===== config.mk =====
export PLATFORM = sky130hd
export DESIGN_NAME = addsub_seq
export DESIGN_NICKNAME = d
export VERILOG_FILES = /design/src/rtl/addsub_seq.sv
export SDC_FILE = /design/constraint.sdc
export NUM_CORES = 1
export LEC_CHECK = 0
export CORE_UTILIZATION = 55
export DETAILED_ROUTE_END_ITERATION = 12
export PLACE_DENSITY = 0.88
export SYNTH_ARGS = -nofsm -noshare
export SYNTH_HDL_FRONTEND = slang
export SYNTH_SLANG_ARGS = --single-unit
export TNS_END_PERCENT = 50

===== constraint.sdc =====
create_clock -name clk -period 12.8 [get_ports clk]
set_input_delay 3.84 -clock clk [delete_from_list [all_inputs] [get_ports clk]]
set_output_delay 3.84 -clock clk [all_outputs]
set_load 0.01 [all_outputs]

===== src/rtl/addsub_seq.sv =====
// addsub_seq: multi-cycle adder/subtractor. Works through the operands
// CHUNK bits per clock, LSB chunk first, keeping the inter-chunk carry in a
// register so the critical path is one CHUNK-bit adder. It reports
// carry/borrow, signed overflow and zero with a start/busy/done handshake.
module addsub_seq #(
    parameter int WIDTH = 64,
    parameter int CHUNK = 16
) (
    input  logic             clk,
    input  logic             rst,
    input  logic             start,
    input  logic             sub,
    input  logic [WIDTH-1:0] a,
    input  logic [WIDTH-1:0] b,
    input  logic             c_in,
    output logic             busy,
    output logic             done,
    output logic [WIDTH-1:0] result,
    output logic             carry_out,
    output logic             overflow,
    output logic             zero
);

    localparam int NCHUNK = WIDTH / CHUNK;
    localparam int CNT_W  = (NCHUNK > 1) ? $clog2(NCHUNK) : 1;
    localparam logic [CNT_W-1:0] LAST_CNT = CNT_W'(NCHUNK - 1);

    // A partial top chunk would silently drop operand bits, so refuse to build.
    generate
        if ((WIDTH % CHUNK) != 0) begin : g_chunk_check
            $error("addsub_seq: WIDTH (%0d) must be a multiple of CHUNK (%0d)", WIDTH, CHUNK);
        end
    endgenerate

    typedef enum logic {
        IDLE = 1'b0,
        RUN  = 1'b1
    } state_t;

    // Two's-complement overflow: both addends share a sign and the sum does not.
    function automatic logic signed_ovf(input logic a_msb, input logic b_msb,
                                        input logic r_msb);
        return (a_msb == b_msb) && (r_msb != a_msb);
    endfunction

    state_t           state, state_nxt;
    logic [WIDTH-1:0] a_q;        // latched operand A
    logic [WIDTH-1:0] b_q;        // latched effective operand B (inverted for sub)
    logic             carry_q;    // carry into the chunk being processed
    logic [CNT_W-1:0] cnt;        // index of the chunk being processed
    logic             zero_acc;   // all chunks written so far were zero
    logic [CHUNK-1:0] a_chunk;
    logic [CHUNK-1:0] b_chunk;
    logic [CHUNK:0]   chunk_sum;
    logic             last_chunk;

    // Chunk adder: current slice of A and B' plus the registered carry.
    always_comb begin
        a_chunk    = a_q[cnt*CHUNK +: CHUNK];
        b_chunk    = b_q[cnt*CHUNK +: CHUNK];
        chunk_sum  = {1'b0, a_chunk} + {1'b0, b_chunk} + {{CHUNK{1'b0}}, carry_q};
        last_chunk = (cnt == LAST_CNT);
    end

    // Next-state logic: IDLE waits for start, RUN lasts exactly NCHUNK edges.
    always_comb begin
        state_nxt = state;
        case (state)
            IDLE:    if (start) state_nxt = RUN;
            RUN:     if (last_chunk) state_nxt = IDLE;
            default: state_nxt = IDLE;
        endcase
    end

    // State register.
    always_ff @(posedge clk or posedge rst) begin
        if (rst) state <= IDLE;
        else     state <= state_nxt;
    end

    assign busy = (state == RUN);

    // Operand latch, chunk-by-chunk result write and flag update on the last chunk.
    always_ff @(posedge clk or posedge rst) begin
        if (rst) begin
            a_q       <= '0;
            b_q       <= '0;
            carry_q   <= 1'b0;
            cnt       <= '0;
            zero_acc  <= 1'b0;
            result    <= '0;
            carry_out <= 1'b0;
            overflow  <= 1'b0;
            zero      <= 1'b0;
            done      <= 1'b0;
        end else begin
            done <= 1'b0;
            if (state == IDLE) begin
                if (start) begin
                    a_q      <= a;
                    b_q      <= sub ? ~b : b;
                    carry_q  <= sub ^ c_in;   // borrow-in becomes inverted carry-in
                    cnt      <= '0;
                    zero_acc <= 1'b1;
                end
            end else begin
                result[cnt*CHUNK +: CHUNK] <= chunk_sum[CHUNK-1:0];
                carry_q  <= chunk_sum[CHUNK];
                zero_acc <= zero_acc & (chunk_sum[CHUNK-1:0] == '0);
                cnt      <= cnt + 1'b1;
                if (last_chunk) begin
                    carry_out <= chunk_sum[CHUNK];
                    overflow  <= signed_ovf(a_q[WIDTH-1], b_q[WIDTH-1], chunk_sum[CHUNK-1]);
                    zero      <= zero_acc & (chunk_sum[CHUNK-1:0] == '0);
                    done      <= 1'b1;
                    cnt       <= '0;
                end else if (cnt == '0) begin
                    // Stale flags from the previous operation are dropped on the first chunk.
                    carry_out <= 1'b0;
                    overflow  <= 1'b0;
                    zero      <= 1'b0;
                end
            end
        end
    end

endmodule


==> results.sh <==
export IMPL_hold_path_class="reg2reg"
export IMPL_worst_pin_slew_ns=1.26
export IMPL_place_gp_congestion=0.895
export IMPL_clock_skew_final_ns=0.00781
export IMPL_grt_pass1_wl_mm=36.3
export IMPL_netlist_top_cell_by_area="dfrtp_1"
export IMPL_dpl_cell_area_mm2=0.0117
export IMPL_synth_edf_count=0
export IMPL_cap_violations=0
export IMPL_ys_warn_count=0
export IMPL_setup_viol=0
export IMPL_cts_tree="done"
export IMPL_path_clk_slew_ns=0.06
export IMPL_dieArea_mm2=0.0178
export IMPL_finalHoldViolCount=0
export IMPL_critPathKind="in2reg"
export IMPL_hold_buffers=0
export IMPL_ant_nets=0
export IMPL_synth_area_leaders="dfrtp_1 (53%), mux2_2 (7.6%), mux4_2 (7.6%), xnor2_1 (6.2%), o21ai_0 (4.7%)"
export IMPL_grt_max_degree=134
export IMPL_period_share=0.478
export IMPL_finalSetupTns_ns=0
export IMPL_synth_seq_cells=201
export IMPL_routed_wl_mm=22.7
export IMPL_final_cell_mix="clkdlybuf4s50_1 (200), dfrtp_1 (199), nand2_1 (104), o21ai_0 (89), xnor2_1 (67)"
export IMPL_first_pass_iters=5
export IMPL_area_growth_syn_to_layout_pct=29.3
export IMPL_synth_cells=782
export IMPL_h_tree_depth=1
export IMPL_fin_crit_ns=6.12
export IMPL_rsz0062_at_grt="false"
export IMPL_cpPeakStageDelay_ns=0.91
export IMPL_numCtsBuffers=20
export IMPL_cp_slowest_cell="buf_4"
export IMPL_power_density_mw_per_mm2=296
export IMPL_arrival_ns=6.48
export IMPL_fin_area_mm2=0.0123
export IMPL_clock_root_buffer="clkbuf_16"
export IMPL_cts_setup_buffers=0
export IMPL_post_place_ws_ns=6.24
export IMPL_cts_resized=0
export IMPL_cp_start_kind="input port"
export IMPL_met3_usage=0.0388
export IMPL_cp_num_buf_inv=2
export IMPL_port_buffers=201
export IMPL_path_cells="clkdlybuf4s50_1 > nand2b_4 > buf_4 > mux2_2"
export IMPL_drc=0
export IMPL_ys_seq_area_frac=0.529
export IMPL_io_pins=202
export IMPL_grt_pass1_vias=6849
export IMPL_initial_utilization=0.569
export IMPL_ys_dominant_reg_cell="dfrtp_1"
export IMPL_use_met2=0.455
export IMPL_antenna_found_initial=0
export IMPL_synth_cell_type_count=53
export IMPL_fmax_ghz=0.163
export IMPL_clkLatencyLatePin_ns=0.49
export IMPL_syn_area_mm2=0.00951
export IMPL_core_rowCount=47
export IMPL_setup_ws_ns=6.68
export IMPL_die_w_um=133
export IMPL_grt_overflow=0
export IMPL_cpLargestDelayFamily="buffers and inverters"
export IMPL_syn_area_per_cell_um2=12.2
export IMPL_finalNetCount=1117
export IMPL_vdd_ir_drop_max_uv=221
export IMPL_endpoint_kind="flip-flop"
export IMPL_die_h_um=133
export IMPL_leakagePower_nw=5.24
export IMPL_cp_max_fo=114
export IMPL_coreArea_mm2=0.0167
export IMPL_wire_per_inst_um=19.0
export IMPL_synthArstFlopShare=1.00
export IMPL_relSlewSlack=0.152
export IMPL_cts_buffer_depth=3
export IMPL_layout_commonest_cell="clkdlybuf4s50_1"
export IMPL_drtIter0Drc=398
export IMPL_status="finished clean"
export IMPL_hpwl_mm=16.1
export IMPL_grtUsageMet1=0.347
export IMPL_maxSlewViolCount=0
export IMPL_yosys_area_top_type_share=0.529
export IMPL_cts_sink_count=201
export IMPL_drive_gt1_frac=0.146
export IMPL_finalPower_mw=3.64
export IMPL_globalRouteTotalUtil=0.264
export IMPL_vias=6810
export IMPL_antennaDiodeCount=0
export IMPL_busiest_layer="met2"
export IMPL_vias_per_cell=5.71
export IMPL_cp_required_ns=13.17
export IMPL_syn_num_nets=938
==> worst paths after layout <==
check | start | cells past startpoint | slack [ns] | to
worst max register to register | cnt[0]$_DFFE_PP0P_ | 13 | 8.41 | zero$_DFFE_PP0P_
worst min-delay path | b_q[34]$_DFFE_PP0P_ | 2 | 0.48 | b_q[34]$_DFFE_PP0P_
worst min register to register | b_q[34]$_DFFE_PP0P_ | 2 | 0.48 | b_q[34]$_DFFE_PP0P_
min in group asynchronous | rst | 2 | 3.92 | result[36]$_DFFE_PP0P_
max in group asynchronous | rst | 3 | 7.38 | cnt[0]$_DFFE_PP0P_
worst max-delay path | start | 4 | 6.68 | a_q[24]$_DFFE_PP0P_
==> flip-flops by register name, indices dropped and copies added, names as in the netlist <==
name       cells
a_q           64
b_q           64
result        64
cnt            2
busy           1
carry_out      1
carry_q        1
done           1
overflow       1
zero           1
zero_acc       1
==> cell usage after synthesis (all sizes together), types with 4 or more instances <==
master and instances:
a21o 7, a21oi 10, a22o 46, and3 4
buf 10, clkbuf 38, dfrtp 201, ha 21
inv 10, mux2 64, mux4 32, nand2 104
nand2b 5, nand3 8, nor2 9, o21ai 92
or3 4, xnor2 67, xor2 9
==> metrics by stage <==
step                      hold WS (ns)  utilization  cells
after CTS                        0.479        0.736   1192
after global placement           0.456        0.698   1159
after floorplan                  0.445            -    782
after global routing             0.498        0.736   1192
after detailed placement         0.466        0.698   1159
final                            0.476        0.736   1192
==> logic make-up after synthesis <==
group	Yosys count	share of synthesized area
XOR/XNOR	76	0.0700
adder cells (fa/ha/maj)	23	0.0319
buffers and inverters	58	0.0230
multiplexers	96	0.152
AO/OA/AOI/OAI	175	0.122
AND/OR/NAND/NOR	153	0.0725
flip-flops	201	0.529
==> tightest hold or removal path, cell delays in order (launching register included) <==
cell and delay, ns:
dfrtp_1 0.34, nand2_1 0.04, o21ai_0 0.06
==> area by class of cell <==
class	count	area, um2
Inverter	10	45.0
Clock buffer	32	627
Sequential cell	201	5030
Multi-Input combinational cell	523	4260
Timing Repair Buffer	205	2040
Tap cell	220	275
Fill cell	1155	4410
Clock inverter	1	5.00
==> per-layer routing <==
| metal | vias up | share of wire |
|---|---|---|
| met3 | 43 | 0.051 |
| met2 | 246 | 0.51 |
| li1 | 3148 | - |
| met5 | - | 0 |
| met4 | 0 | 0.025 |
| met1 | 3373 | 0.41 |
==> where the power goes <==
| group | switching, mW | leakage, nW | total (mW) | internal, mW |
|---|---|---|---|---|
| sequential | 0.158 | 2.53 | 1.07 | 0.912 |
| combinational | 1.16 | 2.39 | 2.01 | 0.851 |
| clock | 0.232 | 0.312 | 0.565 | 0.333 |
| total | 1.55 | 5.24 | 3.64 | 2.10 |
Power figures use the tool's default switching activity.
